$ cat src/rtl/ram_loader.sv
// ram_loader: streams 16 rx bytes into RAM addresses 0..15 via registered strobes.
// LOADER_CHECKSUM_EN adds a trailing checksum byte; the RAM select port is prog.
module ram_loader (
  input  logic       clk,
  input  logic       clr,
  input  logic       start,
  input  logic       abort,
  input  logic [7:0] rx_data,
  input  logic       rx_valid,
  output logic       rx_ready,
  output logic       prog,
  output logic [3:0] manual_addr,
  output logic [7:0] manual_data_in,
  output logic       manual_clk,
  output logic       busy,
  output logic       done,
  output logic       error
);

  typedef enum logic [2:0] {
    IDLE,
    WAIT_BYTE,
    SETUP,
    STROBE,
    HOLD,
`ifdef LOADER_CHECKSUM_EN
    CHECK,
`endif
    DONE
  } state_e;

  state_e     state_q, state_d;
  logic [3:0] addr_q, addr_d;
  logic [7:0] data_q, data_d;
  logic       rdy_q, rdy_d;
  logic       prog_q, prog_d;
  logic       mclk_q, mclk_d;
  logic       busy_q, busy_d;
  logic       done_q, done_d;
`ifdef LOADER_CHECKSUM_EN
  logic [7:0] sum_q, sum_d;
  logic       err_q, err_d;
`endif

  always_comb begin
    state_d = state_q;
    addr_d  = addr_q;
    data_d  = data_q;
`ifdef LOADER_CHECKSUM_EN
    sum_d   = sum_q;
    err_d   = err_q;
`endif
    // abort wins over any handshake in the same cycle
    if (abort && state_q != IDLE) begin
      state_d = IDLE;
    end else begin
      unique case (state_q)
        IDLE: begin
          if (start && !abort) begin
            state_d = WAIT_BYTE;
            addr_d  = 4'd0;
`ifdef LOADER_CHECKSUM_EN
            sum_d   = 8'd0;
            err_d   = 1'b0;
`endif
          end
        end
        WAIT_BYTE: begin
          if (rx_valid) begin
            data_d  = rx_data;
            state_d = SETUP;
`ifdef LOADER_CHECKSUM_EN
            sum_d   = sum_q + rx_data;
`endif
          end
        end
        SETUP:  state_d = STROBE;
        STROBE: state_d = HOLD;
        HOLD: begin
          addr_d = addr_q + 4'd1;
          if (addr_q == 4'd15) begin
`ifdef LOADER_CHECKSUM_EN
            state_d = CHECK;
`else
            state_d = DONE;
`endif
          end else begin
            state_d = WAIT_BYTE;
          end
        end
`ifdef LOADER_CHECKSUM_EN
        CHECK: begin
          if (rx_valid) begin
            err_d   = (rx_data != sum_q);
            state_d = DONE;
          end
        end
`endif
        DONE:    state_d = IDLE;
        default: state_d = IDLE;
      endcase
    end

    rdy_d  = (state_d == WAIT_BYTE);
`ifdef LOADER_CHECKSUM_EN
    rdy_d  = rdy_d || (state_d == CHECK);
`endif
    prog_d = (state_d != IDLE) && (state_d != DONE);
    mclk_d = (state_d == STROBE);
    busy_d = (state_d != IDLE);
    done_d = (state_d == DONE);
  end

  always_ff @(posedge clk or negedge clr) begin
    if (!clr) begin
      state_q <= IDLE;
      addr_q  <= 4'd0;
      data_q  <= 8'd0;
      rdy_q   <= 1'b0;
      prog_q  <= 1'b0;
      mclk_q  <= 1'b0;
      busy_q  <= 1'b0;
      done_q  <= 1'b0;
`ifdef LOADER_CHECKSUM_EN
      sum_q   <= 8'd0;
      err_q   <= 1'b0;
`endif
    end else begin
      state_q <= state_d;
      addr_q  <= addr_d;
      data_q  <= data_d;
      rdy_q   <= rdy_d;
      prog_q  <= prog_d;
      mclk_q  <= mclk_d;
      busy_q  <= busy_d;
      done_q  <= done_d;
`ifdef LOADER_CHECKSUM_EN
      sum_q   <= sum_d;
      err_q   <= err_d;
`endif
    end
  end

  assign rx_ready       = rdy_q;
  assign prog           = prog_q;
  assign manual_addr    = addr_q;
  assign manual_data_in = data_q;
  assign manual_clk     = mclk_q;
  assign busy           = busy_q;
  assign done           = done_q;
`ifdef LOADER_CHECKSUM_EN
  assign error          = err_q;
`else
  assign error          = 1'b0;
`endif

endmodule

$ cat config.mk
export PLATFORM = sky130hd
export DESIGN_NAME = ram_loader
export DESIGN_NICKNAME = d
export VERILOG_FILES = /design/src/rtl/ram_loader.sv
export SDC_FILE = /design/constraint.sdc
export NUM_CORES = 1
export LEC_CHECK = 0
export ABC_AREA = 1
export CAP_MARGIN = 20
export CORE_MARGIN = 4
export CORE_UTILIZATION = 44
export CTS_CLUSTER_DIAMETER = 40
export DETAILED_ROUTE_END_ITERATION = 8
export GPL_TIMING_DRIVEN = 0
export PLACE_DENSITY = 0.74
export SYNTH_ARGS = -nofsm -noshare
export SYNTH_HDL_FRONTEND = slang
export SYNTH_SLANG_ARGS = --single-unit
$ cat constraint.sdc
create_clock -name clk -period 1.35 [get_ports clk]
set_input_delay 0.27 -clock clk [delete_from_list [all_inputs] [get_ports clk]]
set_output_delay 0.27 -clock clk [all_outputs]
set_load 0.02 [all_outputs]
Word level (Yosys, flattened, before mapping). Cells that the tools add are included.

Bits in registers: 20. Input port bits: 13. Output and inout port bits: 18. Word-level logic and storage cells: 37.

Add/subtract/negate cells: 1. Eq/ne operators: 10. Multiplexer cells: 7. Bitwise gates (word level): 1. Reductions and logical operators: 10.

Operators with widths (number): one-hot mux 3 bit (5 select lines) (1); two-way mux 3 bit (4); == test 3 x 2 -> 1 bit (second input constant) (3); one-hot mux 4 bit (2 select lines) (1); == test 3 x 1 -> 1 bit (second input constant) (2); == test 3 bit (second input constant) (2); AND reduction 3 bit (2); nonzero test 3 bit (2); adder 4 x 1 -> 4 bit (second input constant) (1); == test 4 bit (second input constant) (1); two-way mux 4 bit (1); logical AND 1 bit (3); zero test 3 bit (1); != test 3 bit (second input constant) (1); != test 2 bit (second input constant) (1); nonzero test 2 bit (1); zero test 1 bit (1); inverter 1 bit (1).

Depth between registers and ports, before layout. Gate-level depths: netlist of run 1.

Depth in word-level cells: 7. Gate-level depth with buffers: 9. Depth with buffers taken out: 9.

Worst setup path before layout of run 1. OpenSTA, ideal clock, no wires.

Path kind: register -> register. Start point: register addr_q[1] (netlist: manual_addr[1]). End point: register prog_q (netlist: prog). Setup time: 0.117 ns. Data arrival time: 1.095 ns. Data required time: 1.233 ns. Setup slack: 0.138 ns. Cell stages (with the launch flop): 7. Path buffers: 0. Clock period less this slack: 1.212 ns. Path through: dfrtp_1 ha_1 nand3_1 o21ai_1 nand2_1 nand2_1 nand2_1.

Longest elaborated chain between the ends: 6. Elaborated cells on any way between the ends: 7. Classes of those cells: eq/ne (2); mux (3); reduce/logical (2).

RTL lines: from (decl) (RTL line 33) `logic [3:0] addr_q, addr_d;`; from (signal assigned) (RTL line 130) `addr_q <= addr_d;`; == test 4 bit * (RTL line 81) `if (addr_q == 4'd15) begin`; two-way mux 3 bit * (RTL line 81); one-hot mux 3 bit (5 select lines) * (RTL line 57) `unique case (state_q)`; two-way mux 3 bit * (RTL line 54) `if (abort && state_q != IDLE) begin`; != test 3 bit / nonzero test 3 bit (equally long branches) (RTL line 108) `prog_d = (state_d != IDLE) && (state_d != DONE);`; logical AND 1 bit * (RTL line 108); via prog_d (RTL line 36) `logic prog_q, prog_d;`; to (signal assigned) (RTL line 133) `prog_q <= prog_d;`; to (decl) (RTL line 36).

Mark *: on every way through the listed nets, which the timed path passes. The rest lies on a longest branch. A chain may end at the register's enable or synchronous reset.

Final worst setup path of run 1.
Start point: register addr_q[0] (netlist: manual_addr[0]). End point: output port manual_addr[0].

RTL lines: to (decl) (RTL line 12) `output logic [3:0] manual_addr,`.

No word-level cell between the ends.

==> results of run 1 <==
-- power by group through the flow --
stage | clock (W) | sequential, W | combinational (W)
after floorplan | 0 | 0.00114 | 0.000493
after global placement | 0 | 0.000922 | 0.00118
after detailed placement | 0 | 0.000932 | 0.00120
after CTS | 0.000506 | 0.000912 | 0.00109
after global routing | 0.000528 | 0.000936 | 0.00125
final | 0.000499 | 0.000915 | 0.00113
-- metal layers --
| layer | up-vias | wire length (um) | global-route usage [%] |
|---|---|---|---|
| met2 | 17 | 1030 | 23.8 |
| met5 | - | 0 | 0 |
| met1 | 370 | 747 | 16.1 |
| met4 | 0 | 42 | 7.66 |
| met3 | 5 | 107 | 4.16 |
| li1 | 399 | - | - |
-- cell type report --
type / count / area (um2) / share of cell area [%]
Sequential cell: 20 / 503 / 38.5
Timing Repair Buffer: 31 / 290 / 22.2
Multi-Input combinational cell: 69 / 360 / 27.6
Clock buffer: 3 / 22.5 / 1.72
Clock inverter: 1 / 30.0 / 2.30
Buffer: 2 / 18.8 / 1.44
Tap cell: 27 / 33.8 / 2.58
Inverter: 13 / 48.8 / 3.73
-- worst paths after layout --
check                                              start  depth (start not counted)                       endpoint
setup / recovery              manual_addr[0]$_DFFE_PN0P_                          1                 manual_addr[0]
hold reg to reg            manual_data_in[5]$_DFFE_PN0P_                          2  manual_data_in[5]$_DFFE_PN0P_
hold / removal                                       clr                          1     manual_addr[3]$_DFFE_PN0P_
setup reg to reg                    state_q[0]$_DFF_PN0_                          7                 prog$_DFF_PN0_
max in group asynchronous                            clr                          1           state_q[0]$_DFF_PN0_
min in group clk           manual_data_in[5]$_DFFE_PN0P_                          2  manual_data_in[5]$_DFFE_PN0P_
-- placed cells by master (no fill, tap or decap), drive strengths merged --
cell type,Yosys,layout
a21oi,3,3
buf,2,4
bufinv,0,1
clkbuf,0,5
clkdlybuf4s15,0,1
clkdlybuf4s50,0,12
conb,1,1
dfrtp,20,20
dlygate4sd2,0,14
ha,1,1
inv,13,13
nand2,33,33
nand3,18,18
nand4,2,2
nor2,7,7
o21ai,4,4
-- sequential cells by signal, indices dropped and copies added, names as in the netlist --
register,count
manual_data_in,8
busy,1
prog,1
manual_addr,4
state_q,3
rx_ready,1
done,1
manual_clk,1
-- stage by stage --
stage | hold slack [ps] | power [W] | util [%] | cell area (um2) | setup TNS, ps
6_report | 424 | 0.00255 | 66.0 | 1310 | 0
2_1_floorplan | -25.6 | 0.00163 | - | 923 | 0
3_5_place_dp | 458 | 0.00213 | 62.9 | 1250 | -3690
3_3_place_gp | 452 | 0.00210 | 62.9 | 1250 | -3400
4_1_cts | 466 | 0.00250 | 64.7 | 1280 | 0
5_1_grt | 497 | 0.00271 | 66.0 | 1310 | -19.1
-- what timing repair did --
action	CTS	global route
pin swaps	0	1
gates resized for setup	19	8
cloned	0	0
buffers inserted	0	2
endpoints found under the setup margin	25	14
-- kinds of logic (layout without fill, tap and decap cells) --
logic type | count (synthesis) | count (layout) | share of synthesized area (%)
other cells | 1 | 1 | 0.406
compound gates | 7 | 7 | 5.01
flops | 20 | 20 | 54.2
buf+inv | 15 | 50 | 7.32
fa+ha+maj | 1 | 1 | 1.35
simple gates | 60 | 60 | 31.7
-- worst register-to-register path, stage by stage (launching register included) --
cell and delay [ps]:
dfrtp_2 460, nor2_4 180, nand2_2 70, nand2_2 100, buf_6 160, nand3_2 100
nand2_1 70, nand2_1 50
==> metrics.cfg, run 1 <==
[logic_synthesis]
yosysTopAreaCell=dfrtp_1
synth.ff_latch_count=20
async_flop_share_pct=100
count_of_flip_flops_with_a_built_in_enable_after_synthesis=0
syn_area_um2=923
synth.lib_cells_used.distinct=19
synth_ff_type=dfrtp_1
synthMostInstantiatedCell=nand2_1
synthCells=104
ys_warn_count=0
synthesis.nets=118
post_synth.cell_area_avg_um2=8.88
synth_sequential_area_ratio_pct=54.2
yosys-top-cells-area=dfrtp_1, nand2_1, nand3_1
synth_largest_type_area_fraction_pct=54.2
synth_common_cells=nand2_1, dfrtp_1, nand3_1

[pwr]
cellLeakagePower_nw=0.717
swShare_pct=39.4
power.switching_w=0.00100
cellInternalPower_w=0.00154
power.ir.vdd_worst_mv=1.32
pwr-share-comb_pct=44.4
cellPowerDensity_nw_per_um2=1950
clockPowerShare_pct=19.6
share_seq_of_total_power_pct=35.9

[detailed_routing]
dr.first_iter.drc_count=5
post_drt_via_cell_ratio=4.77
post-route-drc-count=0
routed_len_inst_um=11.6
wirelength_mm=1.92
drt.antenna.violating_nets=0
total_number_of_vias=791
drt_first_pass_iters=4

[worst_setup_path]
path_max_fanout=3
crit_path_top_delay_cell=dfrtp_1
worst_path_max_stage_delay_ps=410
cp-end-kind=output pin
worst_ep_required_time_ps=1080
cp_cell_sequence=dlygate4sd2_1
timing.critical_path.max_delay_family=flip-flops
reg2reg_setup_slack_ps=80
timing.setup.critical_path_class=reg -> out
worstSetupStartpointType=flop
worst_ep_arrival_time_ps=1050
cp.buffers_inverters=1

[timing]
final.setup_skew_ps=1.38
finalWorstPathRequiredPeriod_ps=1320
timing.final.hold_violations=0
final_min_period_over_clock_period_pct=97.5
timing.final.ws_setup_ps=33.3
worst_slew_pin_slew_ps=840
slew-limit-headroom_pct=43.8
number_of_failing_setup_endpoints_in_the_final_timing_report=0
maxClockFrequency_ghz=0.759
drv_slew=0
grt_setup_unrepaired=yes

[placed_design]
placement.io_buffers=29
placed_cells_incl_taps=160
dp.final_hpwl_mm=1.44
place_ws_ps=-208
gp_routability_congestion=0.680

[clock_tree]
clock_tree.htree_level_count=1
clk_transition_reported_paths_ps=120
cts_inserted_buffers=3
clock_tree.buffer_depth=2
worst_skew_pair_later_pin_latency_ps=310
cts.sinks=20
cts_root_buffer=clkbuf_4
cts_tree=yes
cts_hold_repair.buffers=0

[die]
initial_utilization_pct=46.6
row_count=16
die_area_um2=2900
floorplan.core_area_um2=1980
dieHeight_um=53.8
die_x_um=53.8
boundaryPins=31

[global_route]
grt_pass1_wl_mm=2.91
maximum_number_of_pins_on_one_net_before_global_route_repair=21
grt_pass1_vias=702
initial_antenna_violation_count=0
track_usage_pct=14.2
leftover_overflow_at_the_end_of_global_routing=0

[layout]
post_route_cells_drive_above_1_share_pct=18.7
final_cell_count_no_fill=166
nets=154
num-fill-cells=165
areaGrowthSynthToFinish_pct=41.6
antennaDiodeCount=0

[worst_hold_path]
holdCritPathClass=in -> async

[run]
maxCapViolCount=0

[run_status]
run_status=finished clean

Note: power is estimated with default switching activity, not from simulation.
==> run 2: changes to the inputs <==
- CELL_PAD_IN_SITES_DETAIL_PLACEMENT: default -> 1
- CELL_PAD_IN_SITES_GLOBAL_PLACEMENT: default -> 1
- CORE_UTILIZATION: 44 -> 32
- PLACE_DENSITY: 0.74 -> 0.73
==> run 2 against run 1 <==
  * Sequential power grew 0.5%
  * Final area grew 4.1%
  * Flip-flop and latch count is the same
  * Sequential share of layout area shrank 1.5 points
  * Critical path depth grew 6
  * Combinational power grew 19%
  * Via count grew 6.3%
  * Worst hold slack gained 26 ps
  * Critical path type is now reg -> reg
  * Largest power group unchanged
  * Highest routed layer unchanged
==> metrics.cfg, run 2 (synthesis gave the netlist of run 1 again) <==
[run_status]
run_status=finished clean

[die]
row_count=19
dieHeight_um=61.7
initial_utilization_pct=33.5
boundaryPins=31
die_x_um=61.7
floorplan.core_area_um2=2760
die_area_um2=3810

[placed_design]
place_ws_ps=-246
gp_routability_congestion=0.742
placed_cell_area_um2=1250
placement.io_buffers=29
dp.final_hpwl_mm=1.82

[worst_hold_path]
holdCritPathClass=in -> async

[worst_setup_path]
path_max_fanout=4
worst_ep_required_time_ps=1550
crit_path_top_delay_cell=dfrtp_2
regToRegStartpoint=state_q[1]$_DFF_PN0_
cell_with_the_most_instances_on_the_worst_path=nand2_2
worst_ep_arrival_time_ps=1530
worstSetupStartpointType=flop
timing.critical_path.max_delay_family=simple AND/OR/NAND/NOR gates
cp.buffers_inverters=1
cp_cell_sequence=nor2_4 > nand2_2 > nand2_4 > buf_4 > nand2_2 > nand2_1 > nand2_2
timing.setup.critical_path_class=reg -> reg
worst_path_max_stage_delay_ps=460
worst_setup_path_startpoint=state_q[1]$_DFF_PN0_
cp-end-kind=flop

[clock_tree]
clk_transition_reported_paths_ps=110
worst_skew_pair_later_pin_latency_ps=310
cts_tree=yes
cts_hold_repair.buffers=0
clock_tree.htree_level_count=1
clock_tree.buffer_depth=2
cts.sinks=20
cts_inserted_buffers=3
cts_root_buffer=clkbuf_4

[layout]
nets=160
layout_common_cells=nand2_1, dfrtp_1, nand3_1, dlygate4sd2_1, clkdlybuf4s50_1
areaGrowthSynthToFinish_pct=47.4
max_reg_flops=8
post_layout_instance_area_um2=1360
antennaDiodeCount=0
post_route_cells_drive_above_1_share_pct=26.4
num-fill-cells=332
most_common_library_cell_in_the_layout_ignoring_fill_and_taps=nand2_1
post-route-util_pct=49.4

[detailed_routing]
total_number_of_vias=841
dr.first_iter.drc_count=21
post_drt_via_cell_ratio=4.81
drt.antenna.violating_nets=0
drt_first_pass_iters=2
post-route-drc-count=0
wirelength_mm=2.52
routed_len_inst_um=14.4

[global_route]
maximum_number_of_pins_on_one_net_before_global_route_repair=21
grt_pass1_vias=873
initial_antenna_violation_count=0
grt_pass1_wl_mm=3.76
track_usage_pct=13.7
leftover_overflow_at_the_end_of_global_routing=0

[timing]
maxClockFrequency_ghz=0.755
final.setup_skew_ps=8.07
timing.final.hold_violations=0
number_of_failing_setup_endpoints_in_the_final_timing_report=0
timing.setup.tns_ps=0
drv_slew=0
worst_slew_pin_slew_ps=885
final_min_period_over_clock_period_pct=98.1
grt_setup_unrepaired=yes
finalWorstPathRequiredPeriod_ps=1320
slew-limit-headroom_pct=40.8
timing.final.ws_setup_ps=26.2

[pwr]
power.ir.vdd_worst_mv=1.36
cellLeakagePower_nw=0.742
total_power_w=0.00255
cellPowerDensity_nw_per_um2=1880

[run]
maxCapViolCount=0

-- run 2: cell count changes in the layout (fill, tap and decap cells not counted), sizes merged --
cell and change:
dlymetal6s2s +1, dlygate4sd2 -1, clkbuf +1, buf +6, clkdlybuf4s50 -1, bufinv -1
-- run 2: where the power goes --
group	switching (W)	internal [W]	total [W]	leakage, nW
Combinational	0.000815	0.000534	0.00135	0.470
Sequential	0.000118	0.000802	0.000920	0.258
Clock	0.000179	0.000104	0.000284	0.0138
Total	0.00111	0.00144	0.00255	0.742
-- run 2: path summary, 6_finish.rpt --
| path | to | slack [ps] | cells after the start |
|---|---|---|---|
| setup / recovery | prog$_DFF_PN0_ | 30 | 7 |
| setup reg to reg | prog$_DFF_PN0_ | 30 | 7 |
| hold reg to reg | manual_data_in[5]$_DFFE_PN0P_ | 480 | 2 |
| hold / removal | manual_addr[0]$_DFFE_PN0P_ | 450 | 1 |
| min in group clk | manual_addr[2]$_DFFE_PN0P_ | 470 | 3 |
| max in group asynchronous | state_q[0]$_DFF_PN0_ | 290 | 1 |
-- run 2: worst register-to-register path, stage by stage (launching register included) --
cell	delay (ps)
dfrtp_2	460
nor2_4	210
nand2_2	100
nand2_4	100
buf_4	120
nand2_2	80
nand2_1	100
nand2_2	50
-- run 2: through the flow --
stage | cells | hold slack (ps)
floorplan | 104 | -25.6
global placement | 164 | 454
detailed placement | 164 | 470
CTS | 169 | 480
global route | 175 | 496
finish | 175 | 450
-- run 2: cell type report --
cell class | count | area (um2) | share of cell area, %
repair buffers | 37 | 325 | 23.9
flip-flops and latches | 20 | 503 | 36.9
inverters | 13 | 48.8 | 3.58
multi-input cells | 69 | 400 | 29.4
plain buffers | 2 | 22.5 | 1.65
well taps | 31 | 38.8 | 2.85
clock buffers | 3 | 22.5 | 1.65
-- run 2: repair_timing --
| action | in CTS | in global routing |
|---|---|---|
| gates resized for setup | 22 | 20 |
| endpoints found under the setup margin | 26 | 14 |
| pin swaps | 1 | 10 |
| setup buffers | 2 | 6 |
-- run 2: metal layers --
| metal | vias to the layer above | global-route usage (%) | part of all wire [%] |
|---|---|---|---|
| li1 | 410 | - | - |
| met1 | 413 | 14.5 | 39 |
| met2 | 14 | 25.1 | 56 |
| met3 | 4 | 3.51 | 4.3 |
| met4 | 0 | 6.36 | 1.4 |
| met5 | - | 0 | 0 |
==> run 3: changes to the inputs <==
- ABC_AREA: 1 -> default
- CORE_UTILIZATION: 32 -> 34
==> run 3 against run 2 <==
  * The run now ends with negative setup slack left
  * Global-route usage up 0.71 points
  * Sequential share of layout area down 3.1 points
  * Via count down 6.8%
  * Synthesized cell count down 24%
  * Setup slack worse by 170 ps
  * Largest cell class unchanged
  * Largest power group is now registers
  * Highest routed layer is now met3
==> metrics.cfg, run 3 <==
[run_status]
run_status=finished with violations
failed_checks=negative setup slack

[logic_synthesis]
synth.ff_latch_count=20
synthesis.nets=93
synth.lib_cells_used.distinct=26
syn_area_um2=947
yosysTopAreaCell=dfrtp_1
count_of_flip_flops_with_a_built_in_enable_after_synthesis=0
synthMostInstantiatedCell=dfrtp_1
post_synth.cell_area_avg_um2=12.0
synthCells=79
ys_warn_count=0
synth_ff_type=dfrtp_1
synth_largest_type_area_fraction_pct=52.8
synth_sequential_area_ratio_pct=52.8
async_flop_share_pct=100
synth_common_cells=dfrtp_1, mux2_4, nor2_1, nor3_1
yosys-top-cells-area=dfrtp_1, mux2_4, nor3_1

[die]
boundaryPins=31
dieHeight_um=60.8
row_count=18
die_area_um2=3690
initial_utilization_pct=36.9
die_x_um=60.8
floorplan.core_area_um2=2570

[worst_setup_path]
worst-r2r-cell-count=3
path_max_fanout=8
cp-end-kind=flop
worst_ep_required_time_ps=1540
worst_ep_arrival_time_ps=1690
worstSetupStartpointType=flop
timing.setup.critical_path_class=reg -> reg

[clock_tree]
worst_skew_pair_later_pin_latency_ps=300
cts_hold_repair.buffers=0
clock_tree.htree_level_count=1
cts_root_buffer=clkbuf_4
cts_inserted_buffers=3
clk_transition_reported_paths_ps=120
cts_tree=yes
cts.sinks=20
clock_tree.buffer_depth=2

[timing]
finalWorstPathRequiredPeriod_ps=1500
number_of_failing_setup_endpoints_in_the_final_timing_report=10
worst_slew_pin_slew_ps=907
timing.final.ws_setup_ps=-149
maxClockFrequency_ghz=0.667
final_min_period_over_clock_period_pct=111
timing.final.hold_violations=0
final.setup_skew_ps=3.79
drv_slew=0
timing.setup.tns_ps=-1220
grt_setup_unrepaired=yes
hold_slack_ps=302
slew-limit-headroom_pct=39.3

[pwr]
power.ir.vdd_worst_mv=0.899
cellPowerDensity_nw_per_um2=1190
cellLeakagePower_nw=0.734

[detailed_routing]
drt_first_pass_iters=4
dr.first_iter.drc_count=10
drt.antenna.violating_nets=0
post_drt_via_cell_ratio=5.06
post-route-drc-count=0
wirelength_mm=2.65
total_number_of_vias=784
routed_len_inst_um=17.1

[run]
maxCapViolCount=0

[global_route]
leftover_overflow_at_the_end_of_global_routing=0
track_usage_pct=14.4
grt_pass1_wl_mm=3.97
initial_antenna_violation_count=0
maximum_number_of_pins_on_one_net_before_global_route_repair=21
grt_pass1_vias=822

[placed_design]
placed_cell_area_um2=1290
dp.final_hpwl_mm=1.67
gp_routability_congestion=0.763
placement.io_buffers=29

[layout]
nets=140
post_layout_instance_area_um2=1490
post-route-util_pct=58.1
layout_common_cells=dfrtp_1, buf_4, dlygate4sd2_1, clkdlybuf4s50_1, mux2_4
areaGrowthSynthToFinish_pct=57.5
most_common_library_cell_in_the_layout_ignoring_fill_and_taps=dfrtp_1
max_reg_flops=8
antennaDiodeCount=0
post_route_cells_drive_above_1_share_pct=41.6

[worst_hold_path]
holdCritPathClass=in -> reg
hold_depth=3

## run 3: per-layer routing
metal | global-route usage (%) | part of all wire [%] | vias up
met2 | 23.7 | 51 | 21
li1 | - | - | 372
met1 | 19.2 | 44 | 391
met3 | 3.83 | 5.4 | 0
met5 | 0 | 0 | -
met4 | 2.79 | 0 | 0
## run 3: report_power, final
part	switching (W)	internal (W)	leakage [nW]
logic	0.000256	0.000289	0.454
registers	0.0000482	0.000693	0.252
clock network	0.000189	0.000300	0.0279
total	0.000493	0.00128	0.734
## run 3: path summary, 6_finish.rpt
path / startpoint / end / slack [ps]
setup reg to reg: state_q[1]$_DFF_PN0_ / manual_data_in[2]$_DFFE_PN0P_ / -150
hold / removal: abort / state_q[0]$_DFF_PN0_ / 300
setup / recovery: state_q[1]$_DFF_PN0_ / manual_data_in[2]$_DFFE_PN0P_ / -150
min in group asynchronous: clr / manual_data_in[0]$_DFFE_PN0P_ / 470
max in group asynchronous: clr / manual_addr[0]$_DFFE_PN0P_ / 270
hold reg to reg: manual_data_in[6]$_DFFE_PN0P_ / manual_data_in[6]$_DFFE_PN0P_ / 520
## run 3: per-stage QoR
| stage | setup slack, ps | std cells | power, W |
|---|---|---|---|
| 6_report | -149 | 155 | 0.00177 |
| 5_1_grt | -201 | 155 | 0.00186 |
| 4_1_cts | -168 | 148 | 0.00177 |
| 3_5_place_dp | -443 | 138 | 0.00132 |
| 3_3_place_gp | -422 | 138 | 0.00130 |
| 2_1_floorplan | -45.8 | 79 | 0.00105 |
## run 3: final cells by class
cell class,count,area (um2)
fill,269,1080
sequential,20,505
multi-input combinational,52,472
timing repair buffer,43,373
buffer,6,51.3
tap,30,37.5
clock inverter,1,30.0
clock buffer,3,22.5
## run 3: critical path, cell delays in order (launching register included)
cell	delay (ps)
dfrtp_1	420
nand3b_1	200
or3_4	440
mux2_4	330
## run 3: timing repair
action | 4_1_cts | 5_1_grt
hold endpoints to repair | 0 | 0
buffers inserted | 6 | 8
setup endpoints to repair | 30 | 21
gates resized for setup | 36 | 14
pin swaps | 9 | 7
## run 3: cells by family after synthesis
| family | Yosys count | synth area share [%] |
|---|---|---|
| other | 1 | 0.396 |
| buffers and inverters | 7 | 5.15 |
| and+or+nand+nor | 28 | 17.4 |
| DFF | 20 | 52.8 |
| muxes | 8 | 12.7 |
| AOI/OAI and AO/OA | 14 | 10.2 |
| adders and majority gates | 1 | 1.32 |
